===== config.mk =====
export PLATFORM = sky130hd
export DESIGN_NAME = max_ctrl
export DESIGN_NICKNAME = d
export VERILOG_FILES = /design/src/rtl/max_ctrl.sv
export SDC_FILE = /design/constraint.sdc
export NUM_CORES = 1
export LEC_CHECK = 0
export CORE_ASPECT_RATIO = 0.8
export CORE_MARGIN = 4
export CORE_UTILIZATION = 42
export CTS_CLUSTER_DIAMETER = 80
export DETAILED_ROUTE_END_ITERATION = 10
export GPL_TIMING_DRIVEN = 1
export PLACE_DENSITY = 0.8
export SYNTH_ARGS = -nofsm -noshare
export SYNTH_HDL_FRONTEND = slang
export SYNTH_SLANG_ARGS = --single-unit
export TNS_END_PERCENT = 10

===== constraint.sdc =====
create_clock -name clk -period 2.12 [get_ports clk]
set_input_delay 0.424 -clock clk [delete_from_list [all_inputs] [get_ports clk]]
set_output_delay 0.424 -clock clk [all_outputs]
set_load 0.1 [all_outputs]

===== src/rtl/max_ctrl.sv =====
// Capture-window controller: runs the max datapath for win_len cycles, captures its maxima,
// enforces a cool-down, then holds the result until accepted. MAX_CTRL_TMO_EN adds a WAIT timeout.
`timescale 1ns/1ps
module max_ctrl #(
    parameter  int unsigned COOL_CYC = 4,
    parameter  int unsigned TMO_CYC  = 15,
    localparam int unsigned DW       = 12,
    localparam int unsigned LW       = 8
) (
    input  logic          clk,
    input  logic          rst_n,
    input  logic          start,
    input  logic [LW-1:0] win_len,
    output logic          busy,
    output logic          max_en,
    input  logic          max_done,
    input  logic [DW-1:0] max_out_1,
    input  logic [DW-1:0] max_out_2,
    input  logic [DW-1:0] max_out_3,
    input  logic [DW-1:0] max_out_4,
    output logic [DW-1:0] res_1,
    output logic [DW-1:0] res_2,
    output logic [DW-1:0] res_3,
    output logic [DW-1:0] res_4,
    output logic          res_valid,
    input  logic          res_ready,
    output logic          err
);

    localparam int unsigned COOL_LOAD = (COOL_CYC == 0) ? 1 : COOL_CYC;
    localparam int unsigned COOL_W    = $clog2(COOL_LOAD + 1);
    localparam int unsigned TMO_W     = $clog2(TMO_CYC + 2);
    localparam int unsigned CNT_W0    = (COOL_W > LW) ? COOL_W : LW;
    localparam int unsigned CNT_W     = (TMO_W > CNT_W0) ? TMO_W : CNT_W0;

    localparam logic [2:0] S_IDLE = 3'd0;
    localparam logic [2:0] S_RUN  = 3'd1;
    localparam logic [2:0] S_WAIT = 3'd2;
    localparam logic [2:0] S_COOL = 3'd3;
    localparam logic [2:0] S_HOLD = 3'd4;

    logic [2:0]       state_q;
    logic [2:0]       state_d;
    // One counter serves RUN (window down-count), WAIT (timeout up-count) and COOL (down-count).
    logic [CNT_W-1:0] cnt_q;
    logic [CNT_W-1:0] cnt_d;
    logic             capture;

`ifdef MAX_CTRL_TMO_EN
    localparam int unsigned TMO_LAST = (TMO_CYC > 1) ? TMO_CYC - 1 : 0;
    logic err_q;
    logic err_d;
`endif

    // Next-state, counter and capture strobe.
    always_comb begin
        state_d = state_q;
        cnt_d   = cnt_q;
        capture = 1'b0;
`ifdef MAX_CTRL_TMO_EN
        err_d   = err_q;
`endif
        case (state_q)
            S_IDLE: begin
                if (start) begin
                    state_d = S_RUN;
                    cnt_d   = (win_len == '0) ? CNT_W'(1) : CNT_W'(win_len);
`ifdef MAX_CTRL_TMO_EN
                    err_d   = 1'b0;
`endif
                end
            end
            S_RUN: begin
                if (cnt_q <= CNT_W'(1)) begin
                    state_d = S_WAIT;
                    cnt_d   = '0;
                end else begin
                    cnt_d = cnt_q - CNT_W'(1);
                end
            end
            S_WAIT: begin
                if (max_done) begin
                    capture = 1'b1;
                    state_d = S_COOL;
                    cnt_d   = CNT_W'(COOL_LOAD);
                end
`ifdef MAX_CTRL_TMO_EN
                else if (cnt_q >= CNT_W'(TMO_LAST)) begin
                    err_d   = 1'b1;
                    state_d = S_COOL;
                    cnt_d   = CNT_W'(COOL_LOAD);
                end else begin
                    cnt_d = cnt_q + CNT_W'(1);
                end
`endif
            end
            S_COOL: begin
                if (cnt_q <= CNT_W'(1)) begin
                    state_d = S_HOLD;
                    cnt_d   = '0;
                end else begin
                    cnt_d = cnt_q - CNT_W'(1);
                end
            end
            S_HOLD: begin
                if (res_valid && res_ready) begin
                    state_d = S_IDLE;
                end
            end
            default: begin
                state_d = S_IDLE;
                cnt_d   = '0;
            end
        endcase
    end

    // State, counter and registered outputs; flags are decoded from the next state.
    always_ff @(posedge clk or negedge rst_n) begin
        if (!rst_n) begin
            state_q   <= S_IDLE;
            cnt_q     <= '0;
            busy      <= 1'b0;
            max_en    <= 1'b0;
            res_valid <= 1'b0;
            res_1     <= '0;
            res_2     <= '0;
            res_3     <= '0;
            res_4     <= '0;
        end else begin
            state_q   <= state_d;
            cnt_q     <= cnt_d;
            busy      <= (state_d != S_IDLE);
            max_en    <= (state_d == S_RUN);
            res_valid <= (state_d == S_HOLD);
            if (capture) begin
                res_1 <= max_out_1;
                res_2 <= max_out_2;
                res_3 <= max_out_3;
                res_4 <= max_out_4;
            end
        end
    end

`ifdef MAX_CTRL_TMO_EN
    // Sticky timeout flag, cleared only when a new window is accepted.
    always_ff @(posedge clk or negedge rst_n) begin
        if (!rst_n) begin
            err_q <= 1'b0;
        end else begin
            err_q <= err_d;
        end
    end

    assign err = err_q;
`else
    assign err = 1'b0;
`endif

endmodule


==> results.md <==
- Reg clk slew, reported paths: about 70 ps
- CP endpoint kind: flip-flop
- HPWL after DPL: 4630 um
- RSZ-0062 raised after global routing: false
- Root buffer cell: clkbuf_8
- EDFF count, synth: 0
- Post-synth top area cell: dfrtp_1
- Gate Count Post-Synth: 192
- Setup TNS: 0 ps
- Met3 usage: 0.0587
- Slew Limit Fails: 0
- Top_reg_cell synth: dfrtp_1
- Max Clock Skew: between 7 and 8 ps
- Met1 usage: 0.231
- Async S/R FF share, synth: 1.00
- # IOs: approximately 110
- Synthesis warning total: 0
- Vias: 2022
- Met2 Use GR: 0.265
- Cts bufs inserted: 9
- Setup Buffers After CTS: 0
- Drt via density: between 5 and 6
- Area Growth Syn to Fin: 51.3%
- Gr usage total: 0.173
- Status: finished, final reports clean
- Post-Syn Area: 2630 sq um
- Final-stage net count: 376
- Max clock buf depth: 2
- DRT antenna net count: 0
- Period utilisation layout: 0.898
- Post-Synth XOR/XNOR Area: 0.00665
- Die height: 78.8 um
- Distinct cell type count after synthesis: 46
- CP startpoint kind: flip-flop
- Ranking of synthesized cells by area: dfrtp_1 (59%), mux2_2 (21%), buf_2 (0.95%), ha_1 (0.95%), nand2b_1 (0.95%)
- Initial antenna violation count: 0
- Req. time, crit path: between 2000 and 2500 ps
- Placed insts: 383
- Core area: about 6000 sq um
- Post-Synth Simple-Gate Area: 0.0827
- GR peak layer: met2
- Synth Register Bits: between 60 and 70
- Die area: 7610 sq um
- Final setup vio count: 0
- Reg2reg setup slack: 220 ps
- Cts hold-fix bufs: 0
- Clk_lat worst skew: between 300 and 400 ps
- Layout cells sized above 1: 0.418
- Total Wirelength: 6330 um
- # Max-Cap Violations: 0
- Syn_nets: roughly 260
- Ant diodes: 0
- CTS Sinks: 62
- Share of the synthesized area in the top cell type: 0.589
- Per-cell routed wire length: roughly 16 um
- Worst Path Max Fanout: 7
- GRT overflow: 0
- Crit path DAT: roughly 2100 ps
- H-tree levels: 3
- Reg2reg end: max_en$_DFF_PN0_
- Multiplexer share of the synthesized area: 0.205
- Starting Density: 0.438
- Synthesized-area fraction occupied by adder cells: 0.00951
- Max Freq: 525 MHz
- Critical path class: flip-flop to flip-flop
- RR Startpoint: cnt_q[0]$_DFFE_PN0P_
- First drt pass iteration count: 4
- Post-route DRC violation count: 0
- Iteration-0 DRC Markers: 45
- RD Place Congestion: 0.802
- Seq/Total Area, Yosys: 0.589
- Pin count of the biggest net entering global routing: 63
- Largest family of logic cells by synthesized area: multiplexers
- Hold/Removal Path Class: primary input to asynchronous set/reset pin
- Tmin final: 1900 ps
- TritonCTS clock tree: done
- Post-CTS sizing: 0
- # fillers: 472
- First-pass GRT wire length: 10100 um
- Mean post-synth cell area: around 14 sq um
- # port buffers: 111
- Compound-gate portion of the synthesized area: 0.0822
- Finished Layout Cells: 399
- Chip Width: between 90 and 100 um
- Rows: 25
- Worst Reg2Reg Path Length in Cells: 5
- Hold Violations, Final: 0
- Vias in the first global route: 2058
[per-stage QoR]
| stage | hold WS (ps) | cell area [sq um] | utilization | worst slack (ps) |
|---|---|---|---|---|
| floorplan | 128 | 2630 | - | 413 |
| global placement | 462 | 3760 | 0.626 | 64.0 |
| detailed placement | 460 | 3760 | 0.626 | -0.179 |
| CTS | 87.3 | 3980 | 0.663 | 226 |
| global route | 111 | 3980 | 0.663 | 34.9 |
| finish | 83.5 | 3980 | 0.663 | 216 |
[cells by family (layout without fill, tap and decap cells)]
family,count (synthesis),in the layout
AOI/OAI and AO/OA,28,28
xor gates and xnor gates,2,2
adders and majority gates,2,2
buffers and inverters,13,139
DFF,62,62
muxes,48,48
other,1,1
and+or+nand+nor,36,36
[layout by cell type (no fill, tap or decap), types with 2 or more instances in the layout]
cell and n:
bufinv_16 2, a22oi_1 3, o21ai_0 5, nand2b_1 4
ha_1 2, a221oi_1 2, nor3_1 3, a32o_1 2
nand3_1 5, nor2_1 4, inv_1 3, buf_12 2
nor4_1 3, dfrtp_1 62, nor2b_1 2, mux2_2 48
a21oi_1 3, nand2_1 3, or4_1 2, clkbuf_8 10
buf_4 58, clkdlybuf4s50_1 59
[per-layer routing]
metal,up-vias,routed length [um]
met4,0,88
met3,10,606
met5,-,0
li1,954,-
met2,94,2910
met1,964,2720
[worst max-delay path, cell delays in order (launching register included)]
cell       delay, ps
dfrtp_1          460
inv_1             70
ha_1             250
or2_2            330
and3_1           210
a2111oi_0        450
[Yosys cell counts (all sizes together), types with 2 or more instances]
cell and count:
mux2 48, nor4 4, dfrtp 62, nor3 4
nor2 4, nor2b 2, o21ai 6, buf 6
a21oi 3, clkbuf 4, a221oi 2, nand2 3
a22oi 3, a32o 2, inv 3, or4 3
a221o 2, ha 2, o31ai 2, nand2b 4
nand3 5
[worst max path at each step]
stage / from / depth (start not counted) / to
after floorplan: state_q[0]$_DFF_PN0_ / 5 / cnt_q[5]$_DFFE_PN0P_
after global placement: max_done / 5 / res_1[3]$_DFFE_PN0P_
after detailed placement: max_done / 5 / res_1[4]$_DFFE_PN0P_
after CTS: cnt_q[0]$_DFFE_PN0P_ / 5 / max_en$_DFF_PN0_
after global routing: cnt_q[0]$_DFFE_PN0P_ / 5 / max_en$_DFF_PN0_
final: cnt_q[0]$_DFFE_PN0P_ / 5 / max_en$_DFF_PN0_
[area by class of cell]
class / instances / area [sq um] / area share
Clock buffer: 11 / 141 / 0.0355
Timing Repair Buffer: 120 / 1070 / 0.269
Multi-Input combinational cell: 117 / 1030 / 0.258
Tap cell: 81 / 101 / 0.0254
Sequential cell: 62 / 1550 / 0.389
Clock inverter: 5 / 81.3 / 0.0204
Inverter: 3 / 11.3 / 0.00283
[sequential cells by signal, indices dropped and copies added, names as in the netlist, 3 cells and up]
signal	cells
res_3	12
cnt_q	8
res_2	12
res_4	12
res_1	12
state_q	3
Power is left out: the tool's default activity adds up to more than one toggle a clock period on the data nets, which glitch-free logic cannot reach.
